File: config.mk
export PLATFORM = sky130hd
export DESIGN_NAME = seg7_scan_driver
export DESIGN_NICKNAME = d
export VERILOG_FILES = /design/src/rtl/seg7_scan_driver.sv
export SDC_FILE = /design/constraint.sdc
export NUM_CORES = 1
export LEC_CHECK = 0
export CAP_MARGIN = 30
export CORE_UTILIZATION = 48
export CTS_CLUSTER_DIAMETER = 150
export DETAILED_ROUTE_END_ITERATION = 7
export PLACE_DENSITY = 0.75
export RECOVER_POWER = 100
export SYNTH_ARGS = -nofsm -noshare
export SYNTH_HDL_FRONTEND = slang
export SYNTH_SLANG_ARGS = --single-unit
File: constraint.sdc
create_clock -name clk -period 2.2 [get_ports clk]
set_input_delay 0.66 -clock clk [delete_from_list [all_inputs] [get_ports clk]]
set_output_delay 0.66 -clock clk [all_outputs]
set_load 0.01 [all_outputs]
File: src/rtl/seg7_scan_driver.sv
// Scans a 32-bit hex word onto an 8-digit multiplexed 7-segment display.
// The word is latched once per frame so mid-frame updates never tear the image.
module seg7_scan_driver #(
  parameter int SCAN_DIV    = 50000,
  parameter bit BLANK_F     = 1'b1,
  parameter bit AN_ACT_LOW  = 1'b1,
  parameter bit SEG_ACT_LOW = 1'b1
) (
  input  logic        clk,
  input  logic        rst,
  input  logic        en,
  input  logic [31:0] data,
  output logic [7:0]  an,
  output logic [6:0]  seg,
  output logic        dp,
  output logic        frame_done
);

  localparam int              PW       = (SCAN_DIV > 2) ? $clog2(SCAN_DIV) : 1;
  localparam logic [PW-1:0]   PRE_LAST = PW'(SCAN_DIV - 1);
  localparam logic [7:0]      AN_OFF   = AN_ACT_LOW  ? 8'hFF : 8'h00;
  localparam logic [6:0]      SEG_OFF  = SEG_ACT_LOW ? 7'h7F : 7'h00;
  localparam logic            DP_OFF   = SEG_ACT_LOW ? 1'b1  : 1'b0;

  logic [PW-1:0] prescaler_q, prescaler_d;
  logic [2:0]    idx_q, idx_d;
  logic [31:0]   snap_q, snap_d;
  logic          load_pend_q, load_pend_d;
  logic [7:0]    an_q, an_d;
  logic [6:0]    seg_q, seg_d;
  logic          frame_done_q, frame_done_d;

  logic          tick;
  logic          wrap;
  logic [3:0]    nibble;
  logic [7:0]    an_act;
  logic [6:0]    seg_act;

  // Active-high {g,f,e,d,c,b,a}; the shifter pads with F, which can be shown dark.
  function automatic logic [6:0] hex_to_seg(input logic [3:0] n);
    logic [6:0] s;
    case (n)
      4'h0: s = 7'h3F;  4'h1: s = 7'h06;  4'h2: s = 7'h5B;  4'h3: s = 7'h4F;
      4'h4: s = 7'h66;  4'h5: s = 7'h6D;  4'h6: s = 7'h7D;  4'h7: s = 7'h07;
      4'h8: s = 7'h7F;  4'h9: s = 7'h6F;  4'hA: s = 7'h77;  4'hB: s = 7'h7C;
      4'hC: s = 7'h39;  4'hD: s = 7'h5E;  4'hE: s = 7'h79;  default: s = 7'h71;
    endcase
    if (BLANK_F && (n == 4'hF)) s = 7'h00;
    return s;
  endfunction

  always_comb begin
    prescaler_d  = prescaler_q;
    idx_d        = idx_q;
    snap_d       = snap_q;
    load_pend_d  = load_pend_q;

    tick = en && (prescaler_q == PRE_LAST);
    wrap = tick && (idx_q == 3'd7);

    if (en) begin
      prescaler_d = tick ? '0 : prescaler_q + 1'b1;
      if (tick) idx_d = idx_q + 3'd1;
      if (wrap || load_pend_q) snap_d = data;
      load_pend_d = 1'b0;
    end

    // Anode stays dark on the first cycle of a slot while the segments settle.
    nibble       = snap_q[{idx_q, 2'b00} +: 4];
    an_act       = (en && (prescaler_q != '0)) ? (8'h01 << idx_q) : 8'h00;
    seg_act      = en ? hex_to_seg(nibble) : 7'h00;
    an_d         = an_act ^ AN_OFF;
    seg_d        = seg_act ^ SEG_OFF;
    frame_done_d = wrap;
  end

  always_ff @(posedge clk or posedge rst) begin
    if (rst) begin
      prescaler_q  <= '0;
      idx_q        <= 3'd0;
      snap_q       <= 32'hFFFF_FFFF;
      load_pend_q  <= 1'b1;
      an_q         <= AN_OFF;
      seg_q        <= SEG_OFF;
      frame_done_q <= 1'b0;
    end else begin
      prescaler_q  <= prescaler_d;
      idx_q        <= idx_d;
      snap_q       <= snap_d;
      load_pend_q  <= load_pend_d;
      an_q         <= an_d;
      seg_q        <= seg_d;
      frame_done_q <= frame_done_d;
    end
  end

  assign an         = an_q;
  assign seg        = seg_q;
  assign dp         = DP_OFF;
  assign frame_done = frame_done_q;

endmodule

==> Flow_metrics.wiki, run 1 <==
{| class="wikitable"
! Metric !! Value
|-
| Overall die area || 0.00728 sq mm
|-
| Total iterations of the first detailed-routing run || 4
|-
| Vias in the first global route || between 2000 and 2500
|-
| Max Fclk || 461 MHz
|-
| Final setup fails || 0
|-
| Synth warnings || 0
|-
| Count of max-cap constraint violations || 0
|-
| RD Place Congestion || roughly 0.8
|-
| Site row count || 30
|-
| Detailed Route Iter0 Violations || 90
|-
| Maximum number of buffers from clock root to sink || 2
|-
| TritonCTS clock tree || built
|-
| Setup WS post-layout || about 29 ps
|-
| Antenna Violating Nets Remaining || 0
|-
| Top library cells by usage in the layout, fill and taps aside || 49 x sky130_fd_sc_hd__clkdlybuf4s50_1, 48 x sky130_fd_sc_hd__dfstp_2, 33 x sky130_fd_sc_hd__mux2_2, 25 x sky130_fd_sc_hd__buf_4
|-
| Path class of the lowest-slack min-delay path || reg2reg
|-
| Antenna violations before repair || 0
|-
| Number of flip-flops and latches in the synthesized netlist || 68
|-
| Data arrival time at the worst-slack endpoint || ~2500 ps
|-
| Number of antenna diodes || 0
|-
| Number of cells produced by synthesis || about 250
|-
| Worst setup EP type || flop
|-
| Post-synthesis instance area || roughly 0.0033 sq mm
|-
| Share of layout cells above drive strength 1 || between 40 and 50%
|-
| Pin count of the biggest net entering global routing || 69
|-
| Startpoint kind of the worst setup timing path || flop
|-
| Number of DRC violations after detailed routing || 0
|-
| H-tree depth || 3
|-
| Flip-flop cell with the highest count after synthesis || sky130_fd_sc_hd__dfstp_2
|-
| Final count of hold timing violations || 0
|-
| Final critical-path required period || approximately 2200 ps
|-
| Fraction of registers with async set/reset || between 90% and 100%
|-
| Top cell type's share of synthesized area || between 30% and 40%
|-
| Most common cell after layout, fill and taps aside || sky130_fd_sc_hd__clkdlybuf4s50_1
|-
| Vias || between 2000 and 2500
|-
| Worst vdd rail ir drop || 379 uV
|-
| Global-route wire length before repair || ~11000 um
|-
| Starting density of the core || roughly half
|-
| Largest area contributor in the synthesized netlist || sky130_fd_sc_hd__dfstp_2
|-
| Run status || completed
|-
| Post-synth net total || 303
|-
| Number of library cell types mapped by synthesis || 47
|-
| Gr ovfl total || 0
|-
| Average detailed-routed wire length per instance || 15.8 um
|-
| Number of flops mapped to enable cells by yosys || 0
|-
| Chip Height || between 80 and 90 um
|-
| Overall routed net length || approximately 6700 um
|-
| Clock transition at path regs || about 80 ps
|-
| Count of cells along the worst hold path || 1
|-
| Largest driver fanout on the critical path || 4
|-
| Layout Area Growth over Synthesis || 33.7%
|-
| Final cycle utilization of the critical path || about 99%
|-
| Depth of the most critical reg-to-reg path || 8
|-
| Sequential cell area || around 0.0018 sq mm
|-
| Part of the Yosys area used for sequential elements || 52.8%
|-
| Pins over their slew limit || 0
|-
| Overall global routing resource usage || 19.0%
|-
| Area used by multi-input combinational logic || 0.00149 sq mm
|-
| Unrepaired setup endpoints after global routing || yes
|-
| Worst Path Class, Setup || reg2reg
|-
| Leakage power figure || 1.90 nW
|-
| Worst skew pair latency || 340 ps
|-
| Detail Placement HPWL || between 4000 and 5000 um
|-
| DR vias/cell || between 5 and 6
|-
| Final setup TNS || 0 ps
|-
| Synthesized area per cell || 13.1 sq um
|-
| Port Buffer Count || 50
|-
| Sink count of the clock tree || about 70
|-
| Die Span X || approximately 85 um
|-
| Final setup skew || roughly 11 ps
|-
| Data required time of the critical path || about 2500 ps
|-
| Hold slack final || slightly below 500 ps
|-
| Cells taking the most area after synthesis || sky130_fd_sc_hd__dfstp_2 38%, sky130_fd_sc_hd__dfrtp_1 15%, sky130_fd_sc_hd__mux2_2 11%
|-
| Filler instances || 508
|-
| I/O pins || between 50 and 60
|-
| Core area || about 0.0068 sq mm
|-
| Total CTS buffers || 9
|-
| Cell at the root of the clock tree || sky130_fd_sc_hd__clkbuf_8
|-
| Power per cell area || between 600 and 700 mW/mm^2
|-
| Setup slack at placement || -226 ps
|-
| Final layout net count || a little under 400
|}
stage by stage:
step / instance area [sq um] / total power, mW / util (%) / cells
2_1_floorplan: 3340 / 1.49 / - / 254
3_3_place_gp: 4110 / 1.61 / 60.8 / 402
3_5_place_dp: 4110 / 1.62 / 60.8 / 402
4_1_cts: 4370 / 2.85 / 64.6 / 418
5_1_grt: 4460 / 2.94 / 66.0 / 421
6_report: 4460 / 2.83 / 66.0 / 421
registers in the layout, summed over array words and instances, names as in the netlist:
register	cells
frame_done	1
prescaler_q	16
seg	7
an	8
snap_q	32
load_pend_q	1
idx_q	3
worst max-delay path: stages, from the launching register on:
cell and delay (ps):
sky130_fd_sc_hd__dfrtp_1 390, sky130_fd_sc_hd__buf_4 140, sky130_fd_sc_hd__mux4_1 530, sky130_fd_sc_hd__nand2_1 80, sky130_fd_sc_hd__and2_4 170, sky130_fd_sc_hd__inv_1 80
sky130_fd_sc_hd__ha_1 220, sky130_fd_sc_hd__a22o_1 210, sky130_fd_sc_hd__a211o_1 290
kinds of logic after synthesis:
group / count (synthesis) / synth area share [%]
xor+xnor: 14 / 3.68
compound gates: 20 / 4.17
flops: 68 / 52.8
simple gates: 66 / 10.1
fa+ha+maj: 14 / 5.25
mux: 48 / 19.9
buf+inv: 23 / 3.90
other cells: 1 / 0.112
cell type report:
type | instances | share of cell area [%]
inverters | 13 | 1.18
flip-flops and latches | 68 | 39.5
multi-input cells | 163 | 33.4
repair buffers | 81 | 18.2
well taps | 80 | 2.25
clock inverters | 5 | 1.82
clock buffers | 11 | 3.65
power by group:
| group | internal, mW | switching, mW | total [mW] |
|---|---|---|---|
| registers | 1.31 | 0.0754 | 1.39 |
| clock network | 0.738 | 0.481 | 1.22 |
| logic | 0.125 | 0.0936 | 0.219 |
| total | 2.17 | 0.650 | 2.83 |
per-layer routing:
layer,wire (um),global-route usage (%)
met1,3050,24.2
met2,3220,31.2
met3,265,4.38
met4,116,8.79
met5,0,0
repair_timing:
action                                  4_1_cts  5_1_grt
pin swaps                                     1        3
gates cloned                                  0        2
buffers inserted                              0        1
gates resized for setup                       6       14
endpoints found under the setup margin        5       37
hold buffers                                  0        0
Yosys cell counts, types with 3 or more instances:
| cell | n |
|---|---|
| sky130_fd_sc_hd__nor2_1 | 13 |
| sky130_fd_sc_hd__ha_1 | 14 |
| sky130_fd_sc_hd__dfstp_2 | 48 |
| sky130_fd_sc_hd__mux2_2 | 34 |
| sky130_fd_sc_hd__mux4_1 | 6 |
| sky130_fd_sc_hd__nand4_1 | 4 |
| sky130_fd_sc_hd__dfrtp_1 | 20 |
| sky130_fd_sc_hd__xnor2_1 | 6 |
| sky130_fd_sc_hd__mux2i_1 | 3 |
| sky130_fd_sc_hd__inv_1 | 12 |
| sky130_fd_sc_hd__nand3_1 | 5 |
| sky130_fd_sc_hd__xor2_1 | 8 |
| sky130_fd_sc_hd__nand2_1 | 21 |
| sky130_fd_sc_hd__o21ai_0 | 5 |
| sky130_fd_sc_hd__a21oi_1 | 4 |
| sky130_fd_sc_hd__buf_4 | 5 |
| sky130_fd_sc_hd__nor3_1 | 5 |
| sky130_fd_sc_hd__and2_1 | 3 |
final timing paths:
| check | startpoint | endpoint | slack, ps |
|---|---|---|---|
| setup / recovery | idx_q[0] | seg[3] | 30 |
| max in group asynchronous | rst | snap_q[4] | 1120 |
| setup reg to reg | idx_q[0] | seg[3] | 30 |
| hold / removal | load_pend_q | load_pend_q | 490 |
| hold reg to reg | load_pend_q | load_pend_q | 490 |
| min in group asynchronous | rst | idx_q[2] | 770 |
(Power assumes the default switching activity.)
==> run 2: changes to the inputs <==
CORE_UTILIZATION = 53   (was 48)
PLACE_DENSITY = 0.79   (was 0.75)
clock period = 2.8 ns   (was 2.2 ns; I/O delays follow)
==> run 2 against run 1 <==
  * The flow now finishes with violations (max-capacitance violations, max-slew violations)
  * Clock skew shrank 1.7 ps
  * Clock-buffer cell count grew 2
  * Critical path type unchanged
  * Global-route usage grew 1.6 points
==> Flow_metrics.wiki, run 2 (synthesized netlist as in run 1, its figures left out) <==
{| class="wikitable"
! Metric !! Value
|-
| Final setup fails || 0
|-
| Pin count of the biggest net entering global routing || 69
|-
| Power per cell area || around 480 mW/mm^2
|-
| Top library cells by usage in the layout, fill and taps aside || 48 x sky130_fd_sc_hd__dfstp_2, 33 x sky130_fd_sc_hd__mux2_2, 33 x sky130_fd_sc_hd__clkdlybuf4s50_1, 21 x sky130_fd_sc_hd__nand2_1, 20 x sky130_fd_sc_hd__dfrtp_1
|-
| Logic gate share of total power || 8.3%
|-
| I/O pins || 52
|-
| Capture endpoint of the worst hold path || load_pend_q
|-
| Average detailed-routed wire length per instance || between 10 and 15 um
|-
| Overall global routing resource usage || about a fifth
|-
| Data arrival time at the worst-slack endpoint || 2840 ps
|-
| Post_cts resized || 0
|-
| Hold slack final || 496 ps
|-
| Starting density of the core || 55.7%
|-
| Series of cell instances along the critical path || mux4_1 > mux2_1 > inv_1 > ha_1 > nor2_1 > a211oi_1 > a211o_1
|-
| Cell area after placement || between 0.003 and 0.004 sq mm
|-
| Chip Height || between 80 and 90 um
|-
| Maximum number of buffers from clock root to sink || 2
|-
| Data required time of the critical path || 3060 ps
|-
| FF-to-FF setup slack || roughly 220 ps
|-
| Worst Tran Pin Value || between 1500 and 2000 ps
|-
| Violations in the final reports || max-capacitance violations, max-slew violations
|-
| Site row count || 28
|-
| Layout Area Growth over Synthesis || 21.9%
|-
| Antenna violations before repair || 0
|-
| H-tree depth || 3
|-
| Max Fclk || 387 MHz
|-
| Unrepaired setup endpoints after global routing || no
|-
| Detailed Route Iter0 Violations || 85
|-
| Largest driver fanout on the critical path || 8
|-
| Register ranked first by flip-flop count || snap_q
|-
| Port Buffer Count || 50
|-
| Run status || complete, but fails checks
|-
| Worst vdd rail ir drop || between 400 and 500 uV
|-
| Sequential cell area || roughly 0.0018 sq mm
|-
| Worst Path Class, Setup || reg2reg
|-
| Buffers inserted during post-CTS setup optimization || 0
|-
| Switching power || ~0.46 mW
|-
| Hold Startpoint || load_pend_q
|-
| Overall routed net length || slightly below 6000 um
|-
| Clock power share || 35.9%
|-
| Antenna Violating Nets Remaining || 0
|-
| Final count of hold timing violations || 0
|-
| Number of DRC violations after detailed routing || 0
|-
| Final cycle utilization of the critical path || between 90% and 100%
|-
| Cell at the root of the clock tree || sky130_fd_sc_hd__clkbuf_8
|-
| Proportion of power drawn by flip-flops and latches || roughly 56%
|-
| Overall die area || ~0.0066 sq mm
|-
| Leakage power figure || around 1.7 nW
|-
| RD Place Congestion || 0.797
|-
| Die Span X || 81.3 um
|-
| Area used by multi-input combinational logic || 0.00144 sq mm
|-
| Startpoint kind of the worst setup timing path || flop
|-
| Total CTS buffers || 9
|-
| Clock transition at path regs || roughly 70 ps
|-
| Total iterations of the first detailed-routing run || 4
|-
| Number of antenna diodes || 0
|-
| Core area || around 0.0060 sq mm
|-
| Cell Int Power || ~1.5 mW
|-
| Capturing point of the worst reg2reg path || seg[1]
|-
| Filler instances || about 470
|-
| DR vias/cell || ~5.4
|-
| Pins over their slew limit || just under 70
|-
| Count of cells along the worst hold path || 1
|-
| Critical-path cell with the highest stage delay || sky130_fd_sc_hd__mux4_1
|-
| Global-route wire length before repair || about 9900 um
|-
| Relative max-transition margin || -6.29%
|-
| Most common cell after layout, fill and taps aside || sky130_fd_sc_hd__dfstp_2
|-
| Vias || 2117
|-
| Final layout net count || about 360
|-
| Gr ovfl total || 0
|-
| Final standard cell area without fillers || 0.00406 sq mm
|-
| Final critical-path required period || 2580 ps
|-
| Sink count of the clock tree || a little under 70
|-
| Fraction of power spent switching nets || between 20% and 30%
|-
| Flip-flop count of the largest register, all copies and words added || 32
|-
| Worst setup EP type || flop
|-
| Origin of the worst setup path || idx_q[0]
|-
| Share of layout cells above drive strength 1 || ~33%
|-
| Vias in the first global route || between 2000 and 2500
|-
| Detail Placement HPWL || around 4300 um
|-
| Worst skew pair latency || roughly 330 ps
|-
| Count of max-cap constraint violations || 1
|-
| Final setup TNS || 0 ps
|-
| Depth of the most critical reg-to-reg path || 7
|-
| Hold buffers post-CTS || 0
|-
| Final setup skew || 8.89 ps
|-
| Launch instance of the worst register-to-register path || idx_q[0]
|-
| TritonCTS clock tree || built
|-
| Largest stage delay on the critical path || slightly above 600 ps
|-
| Path class of the lowest-slack min-delay path || reg2reg
|}
run 2: critical path, delay by kind of cell, from the launching register on:
| kind | cells | cell delay, ps |
|---|---|---|
| flops | 1 | 600 |
| compound gates | 2 | 340 |
| mux | 2 | 1020 |
| buf+inv | 1 | 170 |
| fa+ha+maj | 1 | 260 |
| simple gates | 1 | 120 |
run 2: worst max path at each step:
stage	slack, ps	end
2_1_floorplan	330	frame_done
3_3_place_gp	160	prescaler_q[14]
3_5_place_dp	140	prescaler_q[15]
4_1_cts	220	seg[2]
5_1_grt	60	seg[2]
6_report	220	seg[1]
run 2: routing by layer:
metal	up-vias	global-route usage (%)	wire length, um
met3	10	6.29	290
met1	1037	24.9	2550
met4	0	9.46	83
met5	-	0	0
met2	58	33.8	2950
li1	1012	-	-
run 2: area by class of cell:
type / count / share of cell area, %
clock inverter: 2 / 0.246
multi-input combinational: 163 / 35.4
tap: 75 / 2.31
timing repair buffer: 59 / 13.6
inverter: 13 / 1.20
sequential: 68 / 43.3
clock buffer: 13 / 3.91
run 2: power groups by stage:
stage / logic [mW] / clock network (mW) / registers (mW)
2_1_floorplan: 0.0854 / 0 / 1.09
3_3_place_gp: 0.162 / 0 / 1.10
3_5_place_dp: 0.169 / 0 / 1.10
4_1_cts: 0.170 / 0.718 / 1.09
5_1_grt: 0.185 / 0.767 / 1.09
6_report: 0.161 / 0.698 / 1.09
run 2: metrics by stage:
stage,worst slack [ps],cells,power (mW),utilization (%)
detailed placement,144,378,1.27,65.8
floorplan,328,254,1.17,-
global placement,163,378,1.26,65.8
CTS,218,393,1.97,68.6
global route,58.5,393,2.04,67.8
finish,218,393,1.95,67.8
